$ cat config.mk
export PLATFORM = sky130hd
export DESIGN_NAME = iic_reg_seq
export DESIGN_NICKNAME = d
export VERILOG_FILES = /design/src/rtl/iic_pkg.sv /design/src/rtl/iic_reg_seq.sv
export SDC_FILE = /design/constraint.sdc
export NUM_CORES = 1
export LEC_CHECK = 0
export ABC_CLOCK_PERIOD_IN_PS = 2100
export CAP_MARGIN = 30
export CELL_PAD_IN_SITES_DETAIL_PLACEMENT = 1
export CELL_PAD_IN_SITES_GLOBAL_PLACEMENT = 1
export CORE_MARGIN = 2
export CORE_UTILIZATION = 37
export CTS_CLUSTER_SIZE = 40
export DETAILED_ROUTE_END_ITERATION = 7
export PLACE_DENSITY = 0.77
export RECOVER_POWER = 100
export SYNTH_ARGS = -nofsm -noshare
export SYNTH_HDL_FRONTEND = slang
export SYNTH_SLANG_ARGS = --single-unit
$ cat constraint.sdc
create_clock -name i_SysClock -period 2.1 [get_ports i_SysClock]
set_clock_uncertainty 0.2 [all_clocks]
set_input_delay 0.42 -clock i_SysClock [delete_from_list [all_inputs] [get_ports i_SysClock]]
set_output_delay 0.42 -clock i_SysClock [all_outputs]
set_load 0.02 [all_outputs]
$ cat src/rtl/iic_pkg.sv
// Shared definitions for the iic_mst command interface and the register
// sequencer: command codes, transaction step list, FSM states and the
// helpers that map a step to its command, byte and successor.
package iic_pkg;

    // Command codes understood by iic_mst on i_Cmd.
    typedef logic [3:0] cmd_t;

    localparam cmd_t CMD_NULL   = 4'd0;
    localparam cmd_t CMD_START  = 4'd1;
    localparam cmd_t CMD_WRDATA = 4'd2;
    localparam cmd_t CMD_RDDATA = 4'd3;
    localparam cmd_t CMD_STOP   = 4'd4;

    // One entry per bus command of a register transaction, in bus order.
    typedef enum logic [3:0] {
        STEP_START,
        STEP_DEVW,
        STEP_REGH,
        STEP_REGL,
        STEP_DATA,
        STEP_RSTART,
        STEP_DEVR,
        STEP_READ,
        STEP_STOP
    } step_t;

    // Sequencer FSM states.
    typedef enum logic [2:0] {
        ST_IDLE,
        ST_ISSUE,
        ST_WAIT,
        ST_NEXT,
        ST_DONE
    } state_t;

    // Step that follows the one just completed. A NACK on any written byte
    // sends the transaction straight to STOP.
    function automatic step_t step_next(
        input step_t       step,
        input logic        rw,
        input int unsigned reg_addr_bytes,
        input logic        nack
    );
        step_t nxt;
        if (nack) begin
            nxt = STEP_STOP;
        end else begin
            case (step)
                STEP_START:  nxt = STEP_DEVW;
                STEP_DEVW:   nxt = (reg_addr_bytes == 2) ? STEP_REGH : STEP_REGL;
                STEP_REGH:   nxt = STEP_REGL;
                STEP_REGL:   nxt = rw ? STEP_RSTART : STEP_DATA;
                STEP_DATA:   nxt = STEP_STOP;
                STEP_RSTART: nxt = STEP_DEVR;
                STEP_DEVR:   nxt = STEP_READ;
                STEP_READ:   nxt = STEP_STOP;
                default:     nxt = STEP_STOP;
            endcase
        end
        return nxt;
    endfunction

    // iic_mst command code that carries a step onto the bus.
    function automatic cmd_t step_cmd(input step_t step);
        cmd_t cmd;
        case (step)
            STEP_START,
            STEP_RSTART: cmd = CMD_START;
            STEP_READ:   cmd = CMD_RDDATA;
            STEP_STOP:   cmd = CMD_STOP;
            default:     cmd = CMD_WRDATA;
        endcase
        return cmd;
    endfunction

    // Byte presented on i_TxByte for a step; zero for steps that send none.
    function automatic logic [7:0] step_byte(
        input step_t       step,
        input logic [6:0]  dev_addr,
        input logic [15:0] reg_addr,
        input logic [7:0]  wr_data
    );
        logic [7:0] tx;
        case (step)
            STEP_DEVW: tx = {dev_addr, 1'b0};
            STEP_REGH: tx = reg_addr[15:8];
            STEP_REGL: tx = reg_addr[7:0];
            STEP_DATA: tx = wr_data;
            STEP_DEVR: tx = {dev_addr, 1'b1};
            default:   tx = 8'h00;
        endcase
        return tx;
    endfunction

endpackage

$ cat src/rtl/iic_reg_seq.sv
// Register-access sequencer in front of iic_mst. Expands one register read
// or write request into the START / address / data / STOP command stream,
// handshakes each command with iic_mst and reports read data and NACK.
module iic_reg_seq
    import iic_pkg::*;
#(
    parameter int unsigned REG_ADDR_BYTES = 1
) (
    input  logic        i_SysClock,
    input  logic        i_ResetN,
    // Host request side
    input  logic        i_Req,
    input  logic        i_Rw,
    input  logic [6:0]  i_DevAddr,
    input  logic [15:0] i_RegAddr,
    input  logic [7:0]  i_WrData,
    output logic        o_Busy,
    output logic        o_Done,
    output logic [7:0]  o_RdData,
    output logic        o_Nack,
    // iic_mst command side
    output logic        o_CmdValid,
    output logic [3:0]  o_Cmd,
    output logic [7:0]  o_TxByte,
    output logic        o_SetAck,
    input  logic [7:0]  i_RxByte,
    input  logic        i_Done,
    input  logic        i_GetAck
);

    state_t      state;
    step_t       step;

    // Request fields latched on acceptance so the host may change its
    // inputs while the transaction runs.
    logic        rw_q;
    logic [6:0]  dev_q;
    logic [15:0] reg_q;
    logic [7:0]  wr_q;

    logic        nack_now;
    step_t       step_succ;

    // A NACK only counts after a step that actually wrote a byte; after
    // START, RD or STOP the acknowledge line carries no slave response.
    assign nack_now  = (step_cmd(step) == CMD_WRDATA) && i_GetAck;
    assign step_succ = step_next(step, rw_q, REG_ADDR_BYTES, nack_now);

    // Sequencer FSM with registered command and status outputs.
    // NOTE: every register here, including the latched request fields, is
    // assigned with <= and cleared by reset, so the next-state logic reads
    // the pre-edge values and a reset mid-transaction leaves nothing stale.
    always_ff @(posedge i_SysClock or negedge i_ResetN) begin
        if (!i_ResetN) begin
            state      <= ST_IDLE;
            step       <= STEP_START;
            rw_q       <= 1'b0;
            dev_q      <= 7'd0;
            reg_q      <= 16'd0;
            wr_q       <= 8'd0;
            o_Busy     <= 1'b0;
            o_Done     <= 1'b0;
            o_RdData   <= 8'd0;
            o_Nack     <= 1'b0;
            o_CmdValid <= 1'b0;
            o_Cmd      <= CMD_NULL;
            o_TxByte   <= 8'd0;
            o_SetAck   <= 1'b0;
        end else begin
            o_Done <= 1'b0;
            case (state)
                ST_IDLE: begin
                    if (i_Req && i_Done) begin
                        rw_q       <= i_Rw;
                        dev_q      <= i_DevAddr;
                        reg_q      <= i_RegAddr;
                        wr_q       <= i_WrData;
                        o_Nack     <= 1'b0;
                        o_Busy     <= 1'b1;
                        step       <= STEP_START;
                        o_CmdValid <= 1'b1;
                        o_Cmd      <= step_cmd(STEP_START);
                        o_TxByte   <= 8'd0;
                        o_SetAck   <= 1'b0;
                        state      <= ST_ISSUE;
                    end
                end

                // Hold the command until iic_mst drops i_Done to take it.
                ST_ISSUE: begin
                    if (!i_Done) begin
                        o_CmdValid <= 1'b0;
                        o_Cmd      <= CMD_NULL;
                        o_TxByte   <= 8'd0;
                        o_SetAck   <= 1'b0;
                        state      <= ST_WAIT;
                    end
                end

                ST_WAIT: begin
                    if (i_Done) begin
                        state <= ST_NEXT;
                    end
                end

                // The completed step's ACK and read byte are settled here.
                ST_NEXT: begin
                    if (nack_now) begin
                        o_Nack <= 1'b1;
                    end
                    if (step == STEP_READ) begin
                        o_RdData <= i_RxByte;
                    end
                    if (step == STEP_STOP) begin
                        o_Done <= 1'b1;
                        state  <= ST_DONE;
                    end else begin
                        step       <= step_succ;
                        o_CmdValid <= 1'b1;
                        o_Cmd      <= step_cmd(step_succ);
                        o_TxByte   <= step_byte(step_succ, dev_q, reg_q, wr_q);
                        o_SetAck   <= (step_succ == STEP_READ);
                        state      <= ST_ISSUE;
                    end
                end

                ST_DONE: begin
                    o_Busy <= 1'b0;
                    step   <= STEP_START;
                    state  <= ST_IDLE;
                end

                default: begin
                    state <= ST_IDLE;
                end
            endcase
        end
    end

endmodule

Word-level counts from Yosys, hierarchy flattened
Index checks and enable logic that the tools add are counted.
Operators by class
  muxes and demuxes: 34
  reduce and logical (&&, ||, !) cells: 19
  equal/unequal tests: 25
Operator list (number)
  $pmux 8 s5: 1
  $eq 4x3->1 const B: 7
  $mux 4: 6
  $mux 8: 3
  $pmux 4 s3: 2
  $pmux 8 s3: 1
  $eq 4x2->1 const B: 5
  $pmux 4 s5: 1
  $pmux 3 s3: 2
  $mux 3: 4
  $pmux 3 s4: 1
  $ne 2x2->1 const B: 5
  $mux 1: 9
  $reduce_and 3->1: 3
  $eq 4x1->1 const B: 2
  $eq 4x4->1 const B: 2
  $logic_not 4->1: 2
  $eq 3x2->1 const B: 2
  $pmux 1 s3: 2
  $reduce_and 2->1: 3
  $reduce_bool 3->1: 2
  $reduce_or 2->1: 3
  $pmux 1 s2: 2
  $reduce_and 4->1: 1
  5 further kinds: 7
Storage, ports and cells
  output and inout bits: 25
  register bits after elaboration: 64
  logic and storage cells: 92
  input bits: 45

Logic depth before layout (Yosys ltp)
  depth after elaboration: 11
  depth in mapped cells: 6
  depth with buffers taken out: 5

Worst setup path before layout
Ideal clock, no wire load.
  path kind: register to register
  start: register state[1]
  end: register reg_q[0]
  cell stages (with the launch flop): 7
  setup slack: 0.174 ns
  buffers on the path: 2
  library setup time: 0.125 ns
  clock period less this slack: 1.926 ns
  arrival: 1.601 ns
  data required time: 1.775 ns
  cells stage by stage: dfrtp_1 buf_2 nor2_1 nand3_1 nor2_1 buf_4 mux2_2
Between the ends
  longest elaborated chain between the ends: 2
Ends and longest elaborated chain
  from (decl): line iic_reg_seq.sv:31  | state_t state;
  from (signal assigned): line iic_reg_seq.sv:55  | state <= ST_IDLE;
  from (signal assigned): line iic_reg_seq.sv:85  | state <= ST_ISSUE;
  from (signal assigned): line iic_reg_seq.sv:96  | state <= ST_WAIT;
  $logic_not 3->1: line iic_reg_seq.sv:71  | case (state)
  $reduce_and 2->1 (no source line)
  to (signal assigned): line iic_reg_seq.sv:76  | reg_q <= i_RegAddr;
  to (decl): line iic_reg_seq.sv:38  | logic [15:0] reg_q;
Every way passes these cells.
A chain may end at the register's enable or synchronous reset.

Final worst setup path
  start: input port i_GetAck
  end: register o_Cmd[1]
Between the ends
  longest elaborated chain between the ends: 7
  elaborated cells on any way between the ends: 10
  those cells by class: 3 x eq/ne; 4 x mux; 3 x reduce/logical
Ends and longest elaborated chain
  from (decl): line iic_reg_seq.sv:28  | input logic i_GetAck
  $logic_and 1x1->1 *: line iic_reg_seq.sv:46  | assign nack_now = (step_cmd(step) == CMD_WRDATA) && i_GetAck;
  $mux 4 *: line iic_pkg.sv:46  | if (nack) begin
  $eq 4x3->1 or $logic_not 4->1 (tied branches): line iic_pkg.sv:67  | case (step)
  $reduce_or 2->1: line iic_pkg.sv:67
  $pmux 3 s3 *: line iic_pkg.sv:67
  $mux 4 *: line iic_reg_seq.sv:114  | if (step == STEP_STOP) begin
  $pmux 4 s3 *: line iic_reg_seq.sv:71
  to (signal assigned): line iic_reg_seq.sv:82  | o_Cmd <= step_cmd(STEP_START);
  to (signal assigned): line iic_reg_seq.sv:120  | o_Cmd <= step_cmd(step_succ);
  to (decl): line iic_reg_seq.sv:23  | output logic [3:0] o_Cmd,
Mark *: on every way between the ends. The rest lies on a longest branch, timed or not. The select of a mux whose other input is x is not followed.

==> results by group <==
STA
  – Highest Clock Rate: about 500 MHz
  – Relative slew slack: 0.501
  – Final setup viols: 0
  – Worst setup margin: 0.102 ns
  – Unrepaired setup endpoints after global routing: no
  – Worst-Margin Slew: between 0.7 and 0.8 ns
  – Final-report max-slew violation count: 0
  – Minimum clock period: 2.00 ns
  – Fin. Hold Viols: 0
  – Final period util: 0.951
  – Hold WS: 0.289 ns

Logic synthesis
  – Post-synthesis simple-gate area fraction: 0.0987
  – Syn Inst Count: ~200
  – Cell taking the most area after synthesis: dfrtp_1
  – Post-Synth XOR/XNOR Area: 0.00705
  – Top cell type's share of synthesized area: 0.554
  – Syn_area_per_cell: around 13 um^2
  – Post-synthesis sequential area ratio: 0.554
  – Post-Syn Area: roughly 0.0025 mm^2
  – Post-synthesis compound-gate area fraction: 0.146
  – Top cells by area, synth: dfrtp_1 55%, mux2_2 15%, a222oi_1 2.8%
  – Yosys warning total: 0
  – Mux share of post-synthesis cell area: 0.154
  – Largest family of logic cells by synthesized area: multiplexers
  – Register bit total from synthesis: 55
  – Unique cell type count in the Yosys netlist: 40
  – Adder-Cell Fraction of Synth Area: 0
  – Syn_nets: 240

Place
  – Port Buffers: 60
  – Hpwl dp: 4380 um
  – Gpl congestion: 0.889
  – Pre-CTS WS: -0.242 ns

Floorplan
  – Full die area: 0.00739 mm^2
  – IO Count: 70
  – Starting Density: 0.387
  – Die height: about 86 um
  – Core Box Area: 0.00642 mm^2
  – Core Rows: 29
  – Die W: between 80 and 90 um

Flow run
  – Max-Cap Viols: 0

Setup path
  – Crit path kind: input port to flip-flop
  – Crit-path max FO: 6
  – Setup crit end kind: flip-flop
  – Worst EP required: around 2.1 ns
  – R2R depth: 6
  – Worst setup SP type: input port
  – Arrival @ worst endpoint: 1.99 ns

Drt
  – Drt first pass iters: 4
  – DR iter-0 viols: 97
  – Vias/cell: 5.38
  – DR vias: 1899
  – Routed Antenna Nets: 0
  – DR WL/cell: 17.1 um
  – Routed wire length: ~6000 um
  – DR DRC count: 0

Hold path
  – Hold Path Depth: 1
  – Type of the tightest min-delay check: flip-flop to flip-flop

Global route
  – GR Util All Layers: 0.175
  – Pin count of the biggest net entering global routing: 56
  – Vias in the first global route: 2026
  – Global route total overflow: 0
  – Initial antenna violation count: 0
  – First-pass GRT wire length: slightly above 10000 um

Pwr
  – Worst vdd ir: 532 uV
  – Static Leak: roughly 1.5 nW
  – PwrDens: 1190 mW/mm^2

Clock network
  – Worst skew pair latency: around 0.3 ns
  – Clock sink count: 55
  – CTS tree: done
  – Root buffer cell: clkbuf_8
  – CTS max path bufs: 2
  – CTS H-Tree Depth: 2
  – Clock buffer count from CTS: 5
  – Clk slew on worst S/H paths: 0.09 ns

Cells and area
  – Fraction of layout cells with a size suffix above 1: 0.275
  – Most common cell after layout, fill and taps aside: dfrtp_1
  – Final nets: 321
  – Most frequent cells in the layout: 53 x dfrtp_1, 35 x clkdlybuf4s50_1, 34 x mux2_2, 25 x dlygate4sd3_1, 17 x buf_4
  – Area growth, synth to finish: 36.2%
  – ANT cells: 0

Run status
  – Status: finished clean
## sequential cells by signal (all words and copies together), names as in the netlist
register    count
o_RdData        8
o_TxByte        8
reg_q           8
wr_q            8
dev_q           7
step            4
o_Cmd           3
state           3
o_Busy          1
o_CmdValid      1
o_Done          1
o_Nack          1
o_SetAck        1
rw_q            1
## logic make-up after synthesis
kind of cell | after synthesis
other | 1
buffers and inverters | 16
AO/OA/AOI/OAI | 48
AND/OR/NAND/NOR | 39
flip-flops | 55
multiplexers | 34
XOR/XNOR | 2
## worst max-delay path, cell delays in order
cell and delay [ns]:
clkdlybuf4s50_1 0.49, buf_4 0.17, inv_1 0.07, o21ai_0 0.33
a2111oi_2 0.14, clkbuf_1 0.14, a211o_1 0.23
## path summary, 6_finish.rpt
| kind | slack, ns | end | startpoint |
|---|---|---|---|
| setup reg to reg | 0.15 | o_TxByte[3] | step[3] |
| hold / removal | 0.29 | o_Cmd[2] | o_Cmd[2] |
| max in group asynchronous | 0.56 | state[1] | i_ResetN |
| hold reg to reg | 0.29 | o_Cmd[2] | o_Cmd[2] |
| min in group asynchronous | 0.61 | o_Nack | i_ResetN |
| setup / recovery | 0.10 | o_Cmd[1] | i_GetAck |
## final cells by class
class	count	area, um^2
inverter	4	15.0
clock buffer	5	68.8
multi-input combinational	124	1030
clock inverter	2	13.8
sequential	55	1380
timing repair buffer	86	778
tap	77	96.3
fill	687	3040
## cells in the mapped netlist, drive strengths merged
cell type	number
nand2	8
or3	2
or2	2
nand3b	2
clkbuf	1
nand3	4
xor2	1
a221oi	1
a222oi	7
o21a	1
o311ai	1
nor2	10
a21o	4
and3b	1
xnor2	1
o2bb2ai	8
a21oi	7
dfrtp	55
a22o	1
a2111oi	1
nor2b	2
a31o	1
nor3	5
nand2b	1
inv	4
a211o	2
o21ai	11
conb	1
o311a	1
a32o	1
buf	11
mux2	34
o22ai	1
nor4	2
## report_power, final
part           switching, mW  internal, mW  leakage [nW]
logic                  0.845         0.857         0.765
clock network          0.334         0.229        0.0440
registers              0.310          1.45         0.695
## through the flow
stage	area, um^2	total power [mW]	util	TNS, ns	cells
after global routing	3380	4.31	0.527	0	353
after global placement	3310	3.43	0.515	-2.28	345
after floorplan	2480	2.79	-	0	195
after CTS	3410	4.13	0.531	0	353
final	3380	4.02	0.527	0	353
after detailed placement	3310	3.50	0.515	-3.24	345
## layer usage
layer / global-route usage / routed length (um) / up-vias
li1: - / - / 882
met1: 0.243 / 2830 / 965
met2: 0.281 / 2920 / 48
met3: 0.0452 / 253 / 4
met4: 0.0274 / 27 / 0
met5: 0 / 0 / -
## timing repair
action | in CTS | in global routing
cloned | 0 | 0
buffers inserted | 0 | 0
endpoints found under the setup margin | 9 | 12
resized for setup | 2 | 4
hold buffers | 1 | 0
hold endpoints to repair | 55 | 0
Note: power is estimated with default switching activity, not from simulation.
